===== src/rtl/mc_control_fsm_if.sv =====
// Control bundle between the multicycle control unit and the CPU datapath.
// The MemReady wait input exists only when MC_MEMWAIT_EN is defined.
interface mc_control_fsm_if #(
  parameter int OPW    = 6,
  parameter int ALUOPW = 3
);
`ifdef MC_MEMWAIT_EN
  logic              MemReady;
`endif
  logic [OPW-1:0]    opcode;
  logic              Zero;
  logic              IRWre;
  logic              PCWre;
  logic [1:0]        PCSrc;
  logic              RegWre;
  logic              RegDst;
  logic              ALUSrcB;
  logic              ExtSel;
  logic [ALUOPW-1:0] ALUOp;
  logic              mRD;
  logic              mWR;
  logic              DBDataSrc;
  logic [2:0]        state;

  modport master (
`ifdef MC_MEMWAIT_EN
    input  MemReady,
`endif
    input  opcode, Zero,
    output IRWre, PCWre, PCSrc, RegWre, RegDst, ALUSrcB, ExtSel,
    output ALUOp, mRD, mWR, DBDataSrc, state
  );

  modport slave (
`ifdef MC_MEMWAIT_EN
    output MemReady,
`endif
    output opcode, Zero,
    input  IRWre, PCWre, PCSrc, RegWre, RegDst, ALUSrcB, ExtSel,
    input  ALUOp, mRD, mWR, DBDataSrc, state
  );
endinterface


===== src/rtl/mc_control_fsm.sv =====
// Multicycle CPU control unit: IF/ID/EXE/MEM/WB sequencer with combinational output decode.
// Optional MC_MEMWAIT_EN: sIF and sMEM stall until the memory returns MemReady.
module mc_control_fsm #(
  parameter int OPW    = 6,
  parameter int ALUOPW = 3
) (
  input  logic             CLK,
  input  logic             Reset,
  mc_control_fsm_if.master bus
);

  typedef enum logic [2:0] {
    S_IF     = 3'b000,
    S_ID     = 3'b001,
    S_EXE_LS = 3'b010,
    S_MEM    = 3'b011,
    S_WB_LD  = 3'b100,
    S_EXE_BR = 3'b101,
    S_EXE_AL = 3'b110,
    S_WB_AL  = 3'b111
  } state_t;

  typedef enum logic [2:0] {
    CL_ALU, CL_LD, CL_ST, CL_BR, CL_J, CL_HALT, CL_UNDEF
  } cls_t;

  typedef struct packed {
    logic [ALUOPW-1:0] op;
    logic              srcb;
    logic              ext;
    logic              rd;
  } alu_ctl_t;

  localparam logic [OPW-1:0] OP_ADD  = OPW'(6'b000000);
  localparam logic [OPW-1:0] OP_SUB  = OPW'(6'b000001);
  localparam logic [OPW-1:0] OP_ADDI = OPW'(6'b000010);
  localparam logic [OPW-1:0] OP_OR   = OPW'(6'b010000);
  localparam logic [OPW-1:0] OP_AND  = OPW'(6'b010001);
  localparam logic [OPW-1:0] OP_ORI  = OPW'(6'b010010);
  localparam logic [OPW-1:0] OP_SLT  = OPW'(6'b100110);
  localparam logic [OPW-1:0] OP_SW   = OPW'(6'b110000);
  localparam logic [OPW-1:0] OP_LW   = OPW'(6'b110001);
  localparam logic [OPW-1:0] OP_BEQ  = OPW'(6'b110100);
  localparam logic [OPW-1:0] OP_J    = OPW'(6'b111000);
  localparam logic [OPW-1:0] OP_HALT = OPW'(6'b111111);

  localparam logic [ALUOPW-1:0] ALU_ADD = ALUOPW'(3'b000);
  localparam logic [ALUOPW-1:0] ALU_SUB = ALUOPW'(3'b001);
  localparam logic [ALUOPW-1:0] ALU_SLT = ALUOPW'(3'b010);
  localparam logic [ALUOPW-1:0] ALU_OR  = ALUOPW'(3'b011);
  localparam logic [ALUOPW-1:0] ALU_AND = ALUOPW'(3'b100);

  localparam logic [1:0] PC_SEQ = 2'b00;
  localparam logic [1:0] PC_BR  = 2'b01;
  localparam logic [1:0] PC_JMP = 2'b10;

  function automatic cls_t op_class(input logic [OPW-1:0] op);
    cls_t c;
    case (op)
      OP_ADD, OP_SUB, OP_ADDI,
      OP_OR, OP_AND, OP_ORI, OP_SLT: c = CL_ALU;
      OP_LW:                         c = CL_LD;
      OP_SW:                         c = CL_ST;
      OP_BEQ:                        c = CL_BR;
      OP_J:                          c = CL_J;
      OP_HALT:                       c = CL_HALT;
      default:                       c = CL_UNDEF;
    endcase
    return c;
  endfunction

  // Immediate forms pick the extended immediate; only addi sign-extends, ori zero-extends.
  function automatic alu_ctl_t alu_decode(input logic [OPW-1:0] op);
    alu_ctl_t d;
    d = '{op: ALU_ADD, srcb: 1'b0, ext: 1'b0, rd: 1'b1};
    case (op)
      OP_SUB:  d.op = ALU_SUB;
      OP_OR:   d.op = ALU_OR;
      OP_AND:  d.op = ALU_AND;
      OP_SLT:  d.op = ALU_SLT;
      OP_ADDI: d = '{op: ALU_ADD, srcb: 1'b1, ext: 1'b1, rd: 1'b0};
      OP_ORI:  d = '{op: ALU_OR,  srcb: 1'b1, ext: 1'b0, rd: 1'b0};
      default: d.op = ALU_ADD;
    endcase
    return d;
  endfunction

  state_t   state_p0;
  cls_t     cls;
  alu_ctl_t alu_ctl;
  logic     mem_go;

`ifdef MC_MEMWAIT_EN
  assign mem_go = bus.MemReady;
`else
  assign mem_go = 1'b1;
`endif

  assign cls     = op_class(bus.opcode);
  assign alu_ctl = alu_decode(bus.opcode);

  // ---- state register: Reset wins over any stall or in-flight instruction
  always_ff @(posedge CLK) begin
    if (Reset) begin
      state_p0 <= S_IF;
    end else begin
      unique case (state_p0)
        S_IF:     if (mem_go) state_p0 <= S_ID;
        S_ID: begin
          case (cls)
            CL_ALU:         state_p0 <= S_EXE_AL;
            CL_LD, CL_ST:   state_p0 <= S_EXE_LS;
            CL_BR:          state_p0 <= S_EXE_BR;
            CL_HALT:        state_p0 <= S_ID;
            default:        state_p0 <= S_IF;
          endcase
        end
        S_EXE_AL: state_p0 <= S_WB_AL;
        S_WB_AL:  state_p0 <= S_IF;
        S_EXE_LS: state_p0 <= S_MEM;
        S_MEM:    if (mem_go) state_p0 <= (cls == CL_LD) ? S_WB_LD : S_IF;
        S_WB_LD:  state_p0 <= S_IF;
        S_EXE_BR: state_p0 <= S_IF;
        default:  state_p0 <= S_IF;
      endcase
    end
  end

  logic              irwre_c, pcwre_c, regwre_c, regdst_c, alusrcb_c, extsel_c;
  logic              mrd_c, mwr_c, dbsrc_c;
  logic [1:0]        pcsrc_c;
  logic [ALUOPW-1:0] aluop_c;

  // ---- output decode from the registered state and the IR opcode
  always_comb begin
    irwre_c   = 1'b0;
    pcwre_c   = 1'b0;
    pcsrc_c   = PC_SEQ;
    regwre_c  = 1'b0;
    regdst_c  = 1'b0;
    alusrcb_c = 1'b0;
    extsel_c  = 1'b0;
    aluop_c   = ALU_ADD;
    mrd_c     = 1'b0;
    mwr_c     = 1'b0;
    dbsrc_c   = 1'b0;
    unique case (state_p0)
      S_IF: irwre_c = mem_go;
      S_ID: begin
        // j and undefined opcodes retire here; halt parks with every enable low
        if (cls == CL_J) begin
          pcwre_c = 1'b1;
          pcsrc_c = PC_JMP;
        end else if (cls == CL_UNDEF) begin
          pcwre_c = 1'b1;
        end
      end
      S_EXE_AL, S_WB_AL: begin
        aluop_c   = alu_ctl.op;
        alusrcb_c = alu_ctl.srcb;
        extsel_c  = alu_ctl.ext;
        regdst_c  = alu_ctl.rd;
        if (state_p0 == S_WB_AL) begin
          regwre_c = 1'b1;
          pcwre_c  = 1'b1;
        end
      end
      S_EXE_LS: begin
        alusrcb_c = 1'b1;
        extsel_c  = 1'b1;
      end
      S_MEM: begin
        if (cls == CL_LD) begin
          mrd_c = 1'b1;
        end else if (cls == CL_ST) begin
          mwr_c   = 1'b1;
          pcwre_c = mem_go;
        end
      end
      S_WB_LD: begin
        regwre_c = 1'b1;
        dbsrc_c  = 1'b1;
        pcwre_c  = 1'b1;
      end
      S_EXE_BR: begin
        aluop_c = ALU_SUB;
        pcwre_c = 1'b1;
        pcsrc_c = bus.Zero ? PC_BR : PC_SEQ;
      end
      default: irwre_c = 1'b0;
    endcase
  end

  assign bus.IRWre     = irwre_c;
  assign bus.PCWre     = pcwre_c;
  assign bus.PCSrc     = pcsrc_c;
  assign bus.RegWre    = regwre_c;
  assign bus.RegDst    = regdst_c;
  assign bus.ALUSrcB   = alusrcb_c;
  assign bus.ExtSel    = extsel_c;
  assign bus.ALUOp     = aluop_c;
  assign bus.mRD       = mrd_c;
  assign bus.mWR       = mwr_c;
  assign bus.DBDataSrc = dbsrc_c;
  assign bus.state     = state_p0;

endmodule


===== src/flat_wrapper.sv =====
// flat-port wrapper written by rule: the top's interface ports become plain ports
module mc_control_fsm_flat 
#(
  parameter int OPW    = 6,
  parameter int ALUOPW = 3
)
  (CLK, Reset, bus_opcode, bus_Zero, bus_IRWre, bus_PCWre, bus_PCSrc, bus_RegWre, bus_RegDst, bus_ALUSrcB, bus_ExtSel, bus_ALUOp, bus_mRD, bus_mWR, bus_DBDataSrc, bus_state);
  mc_control_fsm_if #(.OPW(OPW), .ALUOPW(ALUOPW)) bus_i ();
  input  logic CLK;
  input  logic Reset;
  input wire logic [$bits(bus_i.opcode)-1:0] bus_opcode;
  input wire logic [$bits(bus_i.Zero)-1:0] bus_Zero;
  output wire logic [$bits(bus_i.IRWre)-1:0] bus_IRWre;
  output wire logic [$bits(bus_i.PCWre)-1:0] bus_PCWre;
  output wire logic [$bits(bus_i.PCSrc)-1:0] bus_PCSrc;
  output wire logic [$bits(bus_i.RegWre)-1:0] bus_RegWre;
  output wire logic [$bits(bus_i.RegDst)-1:0] bus_RegDst;
  output wire logic [$bits(bus_i.ALUSrcB)-1:0] bus_ALUSrcB;
  output wire logic [$bits(bus_i.ExtSel)-1:0] bus_ExtSel;
  output wire logic [$bits(bus_i.ALUOp)-1:0] bus_ALUOp;
  output wire logic [$bits(bus_i.mRD)-1:0] bus_mRD;
  output wire logic [$bits(bus_i.mWR)-1:0] bus_mWR;
  output wire logic [$bits(bus_i.DBDataSrc)-1:0] bus_DBDataSrc;
  output wire logic [$bits(bus_i.state)-1:0] bus_state;
  assign bus_i.opcode = bus_opcode;
  assign bus_i.Zero = bus_Zero;
  assign bus_IRWre = bus_i.IRWre;
  assign bus_PCWre = bus_i.PCWre;
  assign bus_PCSrc = bus_i.PCSrc;
  assign bus_RegWre = bus_i.RegWre;
  assign bus_RegDst = bus_i.RegDst;
  assign bus_ALUSrcB = bus_i.ALUSrcB;
  assign bus_ExtSel = bus_i.ExtSel;
  assign bus_ALUOp = bus_i.ALUOp;
  assign bus_mRD = bus_i.mRD;
  assign bus_mWR = bus_i.mWR;
  assign bus_DBDataSrc = bus_i.DBDataSrc;
  assign bus_state = bus_i.state;
  mc_control_fsm #(.OPW(OPW), .ALUOPW(ALUOPW)) u_core (.CLK(CLK), .Reset(Reset), .bus(bus_i));
endmodule

===== config.mk =====
export PLATFORM = sky130hd
export DESIGN_NAME = mc_control_fsm_flat
export DESIGN_NICKNAME = d
export VERILOG_FILES = /design/src/rtl/mc_control_fsm_if.sv /design/src/rtl/mc_control_fsm.sv /design/src/flat_wrapper.sv
export SDC_FILE = /design/constraint.sdc
export NUM_CORES = 1
export LEC_CHECK = 0
export CORE_MARGIN = 4
export CORE_UTILIZATION = 41
export CTS_BUF_LIST = sky130_fd_sc_hd__clkbuf_8 sky130_fd_sc_hd__clkbuf_16
export DETAILED_ROUTE_END_ITERATION = 10
export PLACE_DENSITY_LB_ADDON = 0.3
export SLEW_MARGIN = 5
export SYNTH_ARGS = -nofsm -noshare
export SYNTH_HDL_FRONTEND = slang
export SYNTH_SLANG_ARGS = --single-unit

===== constraint.sdc =====
create_clock -name CLK -period 2.47 [get_ports CLK]
set_input_delay 0.6175 -clock CLK [delete_from_list [all_inputs] [get_ports CLK]]
set_output_delay 0.6175 -clock CLK [all_outputs]
set_load 0.01 [all_outputs]

Word level (Yosys, flattened, before mapping)
Cells that the tools add are included.
{"block": "op_classes", "n_eq_ne": 24, "mul": 0, "bitwise_logic": 0, "addsub": 0, "reduce_logical": 9, "shift": 0, "mux": 25, "n_div": 0, "order_cmp": 0}
{"op": "$eq 6x6->1 const B", "count": 6}
{"op": "$pmux 3 s6", "count": 2}
{"op": "$pmux 3 s4", "count": 2}
{"op": "$eq 3x3->1 const B", "count": 7}
{"op": "$eq 6x5->1 const B", "count": 3}
{"op": "$eq 3x2->1 const B", "count": 4}
{"op": "$mux 1", "count": 12}
{"op": "$pmux 3 s2", "count": 2}
{"op": "$reduce_or 2->1", "count": 4}
{"op": "$reduce_or 7->1", "count": 1}
{"op": "$eq 3x1->1 const B", "count": 2}
{"op": "$eq 6x1->1 const B", "count": 1}
{"op": "$eq 6x2->1 const B", "count": 1}
{"op": "$logic_not 3->1", "count": 2}
{"op": "$logic_not 6->1", "count": 1}
{"op": "$pmux 1 s2", "count": 3}
{"op": "$pmux 1 s4", "count": 1}
{"op": "$pmux 2 s2", "count": 1}
{"op": "$mux 3", "count": 1}
{"op": "$reduce_or 3->1", "count": 1}
{"op": "$mux 2", "count": 1}
{"block": "totals", "input_bits": 9, "ff_bits": 3, "latchBits": 0, "ramBits": 0, "wordCells": 59, "mem_count": 0, "romBits": 0, "output_inout_bits": 17}

Longest topological paths before layout
Gate-level depths: netlist of run 1.
{"block": "depth", "depth_word": 7, "depth_mapped": 6, "ltp_nobuf": 5}

Least setup slack after synthesis of run 1
Ideal clock, no wire load.
{"block": "synth_path", "kind": "input to output", "start": "input port bus_opcode[2]", "end": "output port bus_ALUOp[1]", "stages": 3, "arrival_time_ns": 1.927, "n_path_buf": 1, "slack_ns": -0.075, "required_time_ns": 1.852, "path_cell_list": "buf_4 > or3b_2 > a2111oi_0"}
{"block": "synth_between", "elab_chain_len": 4, "word_cells_on_any_way": 8, "cone_classes": "eq/ne: 5; mux: 2; reduce/logical: 1"}
{"element": "start, declared", "line_no": "flat_wrapper.sv:11", "rtl": "input wire logic [$bits(bus_i.opcode)-1:0] bus_opcode;"}
{"element": "$eq 6x5->1", "line_no": "mc_control_fsm.sv:76", "rtl": "case (op)"}
{"element": "$reduce_or 2->1 (no source line)"}
{"element": "$pmux 3 s4 (*)", "line_no": "mc_control_fsm.sv:76"}
{"element": "$pmux 3 s2 (*)", "line_no": "mc_control_fsm.sv:147", "rtl": "unique case (state_p0)"}
{"element": "end, declared", "line_no": "flat_wrapper.sv:20", "rtl": "output wire logic [$bits(bus_i.ALUOp)-1:0] bus_ALUOp;"}
Mark *: on every way between the ends. The rest lies on a longest branch, timed or not.

Worst setup path in the final report of run 1
{"block": "layout_path", "start": "input port bus_opcode[4]", "end": "output port bus_PCWre"}
{"block": "layout_between", "elab_chain_len": 7, "word_cells_on_any_way": 23, "cone_classes": "eq/ne: 15; mux: 6; reduce/logical: 2"}
{"element": "$eq 6x2->1, or another cell as far along", "line_no": "mc_control_fsm.sv:59", "rtl": "case (op)"}
{"element": "$reduce_or 7->1", "line_no": "mc_control_fsm.sv:59"}
{"element": "$pmux 3 s6 (*)", "line_no": "mc_control_fsm.sv:59"}
{"element": "$eq 3x2->1 / $eq 3x3->1 (equally long branches)", "line_no": "mc_control_fsm.sv:175, mc_control_fsm.sv:154"}
{"element": "$mux 1, on equally long branches", "line_no": "mc_control_fsm.sv:175, mc_control_fsm.sv:154"}
{"element": "$mux 1, on equally long branches", "line_no": "mc_control_fsm.sv:173, mc_control_fsm.sv:151"}
{"element": "$pmux 1 s4 (*)", "line_no": "mc_control_fsm.sv:147"}
{"element": "end, declared", "line_no": "flat_wrapper.sv:14", "rtl": "output wire logic [$bits(bus_i.PCWre)-1:0] bus_PCWre;"}
Marks and branches as above.

==> results of run 1 <==
==> report_power, final <==
part	switching (mW)	leakage (nW)	total, mW	internal [mW]
registers	0.00230	0.0250	0.0531	0.0508
clock network	0.0447	0.0269	0.152	0.107
logic	0.0824	0.496	0.168	0.0852
total	0.129	0.548	0.372	0.243
==> critical path, stage by stage <==
cell                       delay, ns
sky130_fd_sc_hd__buf_12         0.11
sky130_fd_sc_hd__buf_4          0.16
sky130_fd_sc_hd__nand2_1        0.09
sky130_fd_sc_hd__a221oi_2       0.07
sky130_fd_sc_hd__buf_4          0.16
sky130_fd_sc_hd__nor4_4         0.39
sky130_fd_sc_hd__a31oi_2        0.17
sky130_fd_sc_hd__o21ai_1        0.14
sky130_fd_sc_hd__buf_2          0.15
==> worst max path at each step <==
stage | from | to | depth (start not counted)
after global placement | bus_opcode[4] | bus_PCSrc[1] | 7
after global routing | bus_opcode[4] | bus_PCWre | 9
after floorplan | bus_opcode[2] | bus_PCSrc[1] | 6
after detailed placement | bus_opcode[4] | bus_PCSrc[1] | 7
final | bus_opcode[4] | bus_PCWre | 9
after CTS | bus_opcode[3] | bus_PCWre | 8
==> cell usage after synthesis (2+ instances only) <==
cell type	number
sky130_fd_sc_hd__nand2_1	5
sky130_fd_sc_hd__buf_2	3
sky130_fd_sc_hd__nor2_1	9
sky130_fd_sc_hd__o21ai_0	2
sky130_fd_sc_hd__nand2b_1	5
sky130_fd_sc_hd__buf_4	3
sky130_fd_sc_hd__and3_1	3
sky130_fd_sc_hd__a21oi_1	3
sky130_fd_sc_hd__nor4_1	2
sky130_fd_sc_hd__nor2b_1	4
sky130_fd_sc_hd__dfxtp_1	3
sky130_fd_sc_hd__or3_1	2
sky130_fd_sc_hd__nand3_1	4
sky130_fd_sc_hd__nor3_1	8
==> stage by stage <==
stage | area (um^2) | worst slack (ns) | hold WS [ns] | total power, mW
final | 1220 | -0.201 | 0.679 | 0.372
after CTS | 1160 | -0.114 | 0.619 | 0.333
after detailed placement | 1000 | -1.05 | 0.615 | 0.172
after floorplan | 601 | 0.00360 | 0.631 | 0.110
after global placement | 1000 | -1.00 | 0.598 | 0.168
after global routing | 1220 | -0.246 | 0.666 | 0.380
==> what timing repair did <==
item,in CTS,in global routing
gates resized for setup,79,18
buffers inserted,7,4
setup endpoints to repair,11,10
pin swaps,10,6
==> per-layer routing <==
| metal | up-vias | share of wire | GRT usage |
|---|---|---|---|
| met2 | 103 | 0.48 | 0.527 |
| met4 | 0 | 0.047 | 0.182 |
| met5 | - | 0 | 0 |
| met3 | 22 | 0.10 | 0.0547 |
| li1 | 433 | - | - |
| met1 | 491 | 0.36 | 0.350 |
==> cell type report <==
| cell class | instances | area share |
|---|---|---|
| repair buffers | 61 | 0.421 |
| multi-input cells | 74 | 0.476 |
| flip-flops and latches | 3 | 0.0504 |
| clock inverters | 1 | 0.00309 |
| well taps | 15 | 0.0154 |
| clock buffers | 3 | 0.0340 |
==> logic make-up after synthesis <==
| kind of cell | count (synthesis) | synth area share |
|---|---|---|
| simple gates | 54 | 0.562 |
| compound gates | 19 | 0.234 |
| buf+inv | 8 | 0.0877 |
| flops | 3 | 0.100 |
| mux | 1 | 0.0167 |
==> results.py, run 1 <==
metrics = {
    "status": {
        "outcome": "finished, violations left",
        "violations": "setup timing",
    },
    "timing": {
        "max-slew-margin-rel": 0.752,
        "slew_viol_final": 0,
        "max_slew.worst_pin.slew_ns": 0.369,
        "timing_hold_violations_final": 0,
        "final.setup_skew_ns": 0.00469,
        "total_negative_slack_for_setup_checks_ns": -0.652,
        "final.setup.worst_slack_ns": -0.201,
        "total_setup_violations_reported_at_the_end_of_the_flow": 5,
        "grt_setup_unrepaired": "true",
        "post-route-period-util": 1.08,
        "fin_crit_ns": 2.67,
        "fmax_mhz": 374,
    },
    "flow_run": {
        "maxCapViolations": 0,
    },
    "final_layout": {
        "n_antenna_cell": 0,
        "final_layout_size_suffix_gt1_frac": 0.556,
        "final-seq-area_um2": 61.3,
        "n_fill_cell": 56,
        "stdcell_count": 157,
        "multi_input_area_um2": 579,
        "num-nets-final": 152,
        "finalCoreUtilization": 0.912,
        "largest_register_ff_count": 3,
        "area_growth_pct": 103,
        "most-common-layout-cells": "sky130_fd_sc_hd__buf_4 (32), sky130_fd_sc_hd__clkdlybuf4s50_1 (9), sky130_fd_sc_hd__nor2_1 (7)",
        "layout.cells.most_common": "sky130_fd_sc_hd__buf_4",
    },
    "grt": {
        "first_global_vias": 1007,
        "aggregate_global_route_resource_usage": 0.308,
        "grt_antenna_before_repair": 0,
        "global_route.overflow_total": 0,
        "grt_first_pass_wirelength_mm": 4.66,
        "largest_net_degree_at_the_start_of_global_routing": 13,
    },
    "hold_path": {
        "hold_path_end": "u_core.bus.state[0]",
        "timing.hold.worst.start": "u_core.bus.state[0]",
        "min_path_cells": 2,
        "min-delay-path-class": "reg2reg",
    },
    "clock_network": {
        "clk_pin_slew_ns": 0.04,
        "clk_root_buffer_cell": "sky130_fd_sc_hd__clkbuf_8",
        "cts-buffers-inserted": 3,
        "htree_num_levels": 1,
        "clock_latency_ns": 0.22,
        "cts_tree": "built",
        "cts_sinks": 3,
        "clock_tree_buf_depth": 2,
        "postCtsHoldBufs": 0,
    },
    "placed_design": {
        "post-dp-hpwl_mm": 1.61,
        "placed_cells_incl_taps": 142,
        "port-buffer-count": 25,
        "final_weighted_congestion_in_routability_driven_placement": 0.821,
    },
    "die": {
        "design.die.area_um2": 2140,
        "die_y_um": 46.2,
        "dieWidth_um": 46.2,
        "start_util": 0.449,
        "design.core.area_um2": 1330,
        "fp-row-count": 13,
        "io-pin-count": 26,
    },
    "power": {
        "power.density_cell_area_nw_per_um2": 306,
        "static-leakage-power_nw": 0.548,
        "peakVddDrop_uv": 196,
    },
    "synth": {
        "synth_area_um2": 599,
        "synth_top_area_frac": 0.100,
        "ys_types": 43,
        "largest_cells_by_area_after_synthesis": "sky130_fd_sc_hd__dfxtp_1 (10%), sky130_fd_sc_hd__nor3_1 (6.7%), sky130_fd_sc_hd__nor2_1 (5.6%)",
        "postSynthNetCount": 94,
        "postSynthRegisterBits": 3,
        "async_flop_share": 0,
        "postSynthCellCount": 85,
        "post_synth.cell_area_avg_um2": 7.05,
        "synth_seq_area_share": 0.100,
        "synth_top_flop_cell": "sky130_fd_sc_hd__dfxtp_1",
        "synth_top_cell_by_area": "sky130_fd_sc_hd__dfxtp_1",
        "synth_edf_count": 0,
        "synth.yosys.warnings": 0,
    },
    "critical_path": {
        "timing.critical_path.required_ns": 1.85,
        "crit_fanout": 7,
        "worst_setup_path_class": "in2out",
        "rr_startpoint": "u_core.bus.state[2]",
        "timing.reg2reg.worst_path_depth": 5,
        "worst-r2r-setup-slack_ns": 0.87,
        "worstSetupEndpointType": "output port",
        "worstReg2RegEnd": "u_core.bus.state[2]",
        "worstPathArrival_ns": 2.05,
        "worst_setup_path_start_kind": "primary input",
    },
    "detailed_routing": {
        "via_per_inst": 6.68,
        "dr.pass1.iters": 5,
        "drt.antenna.violating_nets": 0,
        "initialDrtViolationCount": 99,
        "drc": 0,
        "route.detailed.wl_per_inst_um": 23.8,
        "vias": 1049,
        "wl_mm": 3.74,
    },
}
(Power assumes the default switching activity.)
==> inputs of run 2 (changes only) <==
--- a/config.mk
+++ b/config.mk
@@ -10,6 +10,7 @@
 export CTS_BUF_LIST = sky130_fd_sc_hd__clkbuf_8 sky130_fd_sc_hd__clkbuf_16
 export DETAILED_ROUTE_END_ITERATION = 10
 export PLACE_DENSITY_LB_ADDON = 0.3
+export SETUP_SLACK_MARGIN = 0.5
 export SLEW_MARGIN = 5
 export SYNTH_ARGS = -nofsm -noshare
 export SYNTH_HDL_FRONTEND = slang
==> run 2 against run 1 <==
Effect of this change:
- the run now fails in clock tree synthesis (4_1_cts)
- synthesized cell count is the same
- area after synthesis unchanged
==> results.py, run 2 <==
metrics = {
    "synth": {
        "postSynthCellCount": 85,
        "ys_types": 43,
        "largest_cells_by_area_after_synthesis": "sky130_fd_sc_hd__dfxtp_1 (10%), sky130_fd_sc_hd__nor3_1 (6.7%), sky130_fd_sc_hd__nor2_1 (5.6%)",
        "post_synth.cell_area_avg_um2": 7.05,
        "synth_top_area_frac": 0.100,
        "synth_seq_area_share": 0.100,
        "synth_top_cell_by_area": "sky130_fd_sc_hd__dfxtp_1",
        "synth.yosys.warnings": 0,
        "postSynthRegisterBits": 3,
        "yosysMostFrequentCell": "sky130_fd_sc_hd__nor2_1",
        "synth_top_flop_cell": "sky130_fd_sc_hd__dfxtp_1",
        "synth_area_um2": 599,
        "async_flop_share": 0,
        "postSynthNetCount": 94,
        "synth_edf_count": 0,
        "synth.cells.most_frequent": "sky130_fd_sc_hd__nor2_1 (9), sky130_fd_sc_hd__nor3_1 (8), sky130_fd_sc_hd__nand2_1 (5), sky130_fd_sc_hd__nand2b_1 (5)",
    },
    "placed_design": {
        "final_weighted_congestion_in_routability_driven_placement": 0.834,
        "port-buffer-count": 25,
        "post-dp-hpwl_mm": 1.74,
    },
    "die": {
        "dieWidth_um": 46.2,
        "io-pin-count": 26,
        "die_y_um": 46.2,
        "start_util": 0.449,
        "fp-row-count": 13,
    },
    "clock_network": {
        "clock_tree_buf_depth": 2,
        "cts_sinks": 3,
        "clk_root_buffer_cell": "sky130_fd_sc_hd__clkbuf_8",
        "cts.repair_timing.setup_buffer_count": 25,
        "htree_num_levels": 1,
        "postCtsResizedCells": 108,
        "cts-buffers-inserted": 3,
        "postCtsHoldBufs": 0,
    },
    "status": {
        "firstError": "[ERROR DPL-0038] Utilization greater than 100%, impossible to legalize",
        "outcome": "aborted with a tool error",
        "failed_stage": "clock tree synthesis (4_1_cts)",
    },
}
==> run 2: metrics by stage <==
| stage | setup slack (ns) | setup TNS, ns | area (um^2) | cells | hold slack, ns |
|---|---|---|---|---|---|
| floorplan | 0.119 | 0 | 672 | 85 | 0.631 |
| global placement | -0.890 | -7.00 | 1080 | 145 | 0.593 |
| detailed placement | -1.04 | -7.68 | 1080 | 145 | 0.625 |
==> run 2: cell families after synthesis <==
logic type / Yosys count / synth area share
mux: 1 / 0.0167
flops: 3 / 0.100
compound gates: 19 / 0.234
buf+inv: 8 / 0.0877
simple gates: 54 / 0.562
==> inputs of run 3 (changes only) <==
==> config.mk (replaced) <==
export PLATFORM = sky130hd
export DESIGN_NAME = mc_control_fsm_flat
export DESIGN_NICKNAME = d
export VERILOG_FILES = /design/src/rtl/mc_control_fsm_if.sv /design/src/rtl/mc_control_fsm.sv /design/src/flat_wrapper.sv
export SDC_FILE = /design/constraint.sdc
export NUM_CORES = 1
export LEC_CHECK = 0
export CORE_AREA = 4 4 65 67
export DETAILED_ROUTE_END_ITERATION = 10
export DIE_AREA = 0 0 69 71
export PLACE_DENSITY_LB_ADDON = 0.15
export SLEW_MARGIN = 5
export SYNTH_ARGS = -nofsm -noshare
export SYNTH_HDL_FRONTEND = slang
export SYNTH_SLANG_ARGS = --single-unit
==> run 3 against run 2 <==
Effect of this change:
- the flow now finishes, with violations (setup timing)
==> results.py, run 3 (synthesized netlist as in run 1, its figures left out) <==
metrics = {
    "critical_path": {
        "timing.critical_path.required_ns": 1.85,
        "worstReg2RegEnd": "u_core.bus.state[2]",
        "rr_startpoint": "u_core.bus.state[2]",
        "crit_fanout": 5,
        "worst-r2r-setup-slack_ns": 0.89,
        "worst_setup_path_class": "in2out",
        "timing.reg2reg.worst_path_depth": 6,
        "worstPathArrival_ns": 1.98,
        "worstSetupEndpointType": "output port",
        "worst_setup_path_start_kind": "primary input",
    },
    "final_layout": {
        "n_fill_cell": 389,
        "area_growth_pct": 130,
        "largest_register_ff_count": 3,
        "final_layout_size_suffix_gt1_frac": 0.603,
        "n_antenna_cell": 0,
        "stdcell_count": 199,
        "num-nets-final": 161,
        "layout.cell_area.non_filler_um2": 1380,
        "most-common-layout-cells": "sky130_fd_sc_hd__buf_4 (35), sky130_fd_sc_hd__buf_6 (13), sky130_fd_sc_hd__buf_2 (11)",
        "layout.cells.most_common": "sky130_fd_sc_hd__buf_4",
        "finalCoreUtilization": 0.380,
    },
    "clock_network": {
        "cts_sinks": 3,
        "clk_root_buffer_cell": "sky130_fd_sc_hd__clkbuf_8",
        "cts_tree": "built",
        "clk_pin_slew_ns": 0.03,
        "postCtsHoldBufs": 0,
        "htree_num_levels": 1,
        "clock_tree_buf_depth": 2,
        "clock_latency_ns": 0.21,
        "cts-buffers-inserted": 3,
    },
    "detailed_routing": {
        "via_per_inst": 4.54,
        "uppermost_layer_routed": "met3",
        "drc": 0,
        "wl_mm": 2.56,
        "drt.antenna.violating_nets": 0,
        "dr.pass1.iters": 4,
        "wirelength_met1_mm": 1.17,
        "initialDrtViolationCount": 36,
        "route.detailed.wl_per_inst_um": 12.9,
        "route.met2.wl_mm": 1.35,
        "amount_of_wire_on_met3_after_detailed_routing_um": 51,
        "vias": 903,
    },
    "grt": {
        "grt_first_pass_wirelength_mm": 4.16,
        "largest_net_degree_at_the_start_of_global_routing": 11,
        "first_global_vias": 921,
        "grt_antenna_before_repair": 0,
        "global_route.overflow_total": 0,
        "aggregate_global_route_resource_usage": 0.100,
    },
    "timing": {
        "timing_hold_violations_final": 0,
        "max-slew-margin-rel": 0.754,
        "fmax_mhz": 385,
        "slew_viol_final": 0,
        "total_negative_slack_for_setup_checks_ns": -0.298,
        "final.setup_skew_ns": 0.00122,
        "total_setup_violations_reported_at_the_end_of_the_flow": 3,
        "fin_crit_ns": 2.60,
        "grt_setup_unrepaired": "true",
        "final.setup.worst_slack_ns": -0.129,
        "post-route-period-util": 1.05,
        "max_slew.worst_pin.slew_ns": 0.366,
    },
    "hold_path": {
        "timing.hold.worst.start": "u_core.bus.state[0]",
        "min-delay-path-class": "reg2reg",
        "hold_path_end": "u_core.bus.state[0]",
        "min_path_cells": 2,
    },
    "die": {
        "io-pin-count": 26,
        "design.die.area_um2": 4900,
        "die_y_um": 71,
        "start_util": 0.165,
        "fp-row-count": 22,
        "dieWidth_um": 69,
        "design.core.area_um2": 3630,
    },
    "placed_design": {
        "placement.cell_area_um2": 1080,
        "post-dp-hpwl_mm": 1.73,
        "final_weighted_congestion_in_routability_driven_placement": 0.754,
        "port-buffer-count": 25,
        "placed_cells_incl_taps": 179,
    },
    "power": {
        "peakVddDrop_uv": 97.4,
        "netSwitchingFraction": 0.300,
        "comb_power_share": 0.468,
        "static-leakage-power_nw": 0.614,
        "power.switching_mw": 0.110,
        "p_int_mw": 0.257,
        "totalPowerFinal_mw": 0.367,
        "power.density_cell_area_nw_per_um2": 266,
        "p_seq_frac": 0.145,
        "clock_power_share": 0.387,
    },
    "status": {
        "outcome": "finished, violations left",
        "violations": "setup timing",
    },
    "flow_run": {
        "maxCapViolations": 0,
    },
}
==> run 3: repair_timing <==
action,in CTS,in global routing
pin swaps,14,4
endpoints found under the hold margin,0,0
setup buffers,12,4
gates cloned,2,0
setup endpoints to repair,10,4
resized for setup,97,14
==> run 3: worst max-delay path, cell delays in order <==
cell and delay, ns:
sky130_fd_sc_hd__buf_6 0.10, sky130_fd_sc_hd__buf_6 0.11, sky130_fd_sc_hd__nor3_1 0.29, sky130_fd_sc_hd__o2111a_1 0.31, sky130_fd_sc_hd__nor4_4 0.05, sky130_fd_sc_hd__buf_4 0.15, sky130_fd_sc_hd__a31oi_4 0.15, sky130_fd_sc_hd__o21ai_2 0.06
sky130_fd_sc_hd__buf_2 0.14
==> run 3: stage by stage <==
step / worst slack [ns] / hold slack (ns)
after global placement: -0.990 / 0.605
final: -0.129 / 0.612
after floorplan: 0.00360 / 0.631
after detailed placement: -1.04 / 0.600
after CTS: -0.206 / 0.604
after global routing: -0.188 / 0.638
==> run 3: worst max-delay path by stage <==
stage,from,to,depth (start not counted)
after global routing,bus_opcode[1],bus_PCSrc[1],8
after detailed placement,bus_opcode[5],bus_PCSrc[1],7
after CTS,bus_opcode[0],bus_PCWre,9
final,bus_opcode[0],bus_PCWre,9
after floorplan,bus_opcode[2],bus_PCSrc[1],6
after global placement,bus_opcode[5],bus_PCSrc[1],7
==> run 3: layer usage <==
metal / track usage / vias up
li1: - / 454
met5: 0 / -
met3: 0.0156 / 0
met2: 0.185 / 13
met4: 0.0239 / 0
met1: 0.120 / 436
==> run 3: power by group through the flow <==
stage | registers [mW] | clock network, mW | logic [mW]
2_1_floorplan | 0.0556 | 0 | 0.0544
3_3_place_gp | 0.0533 | 0 | 0.124
3_5_place_dp | 0.0532 | 0 | 0.125
4_1_cts | 0.0525 | 0.144 | 0.158
5_1_grt | 0.0533 | 0.150 | 0.183
6_report | 0.0531 | 0.142 | 0.172
==> run 3: layout make-up <==
cell class              count  area (um^2)  area share
repair buffers             70          578       0.419
clock buffers               4         45.0      0.0326
well taps                  48         60.1      0.0435
flip-flops and latches      3         61.3      0.0444
multi-input cells          74          636       0.461
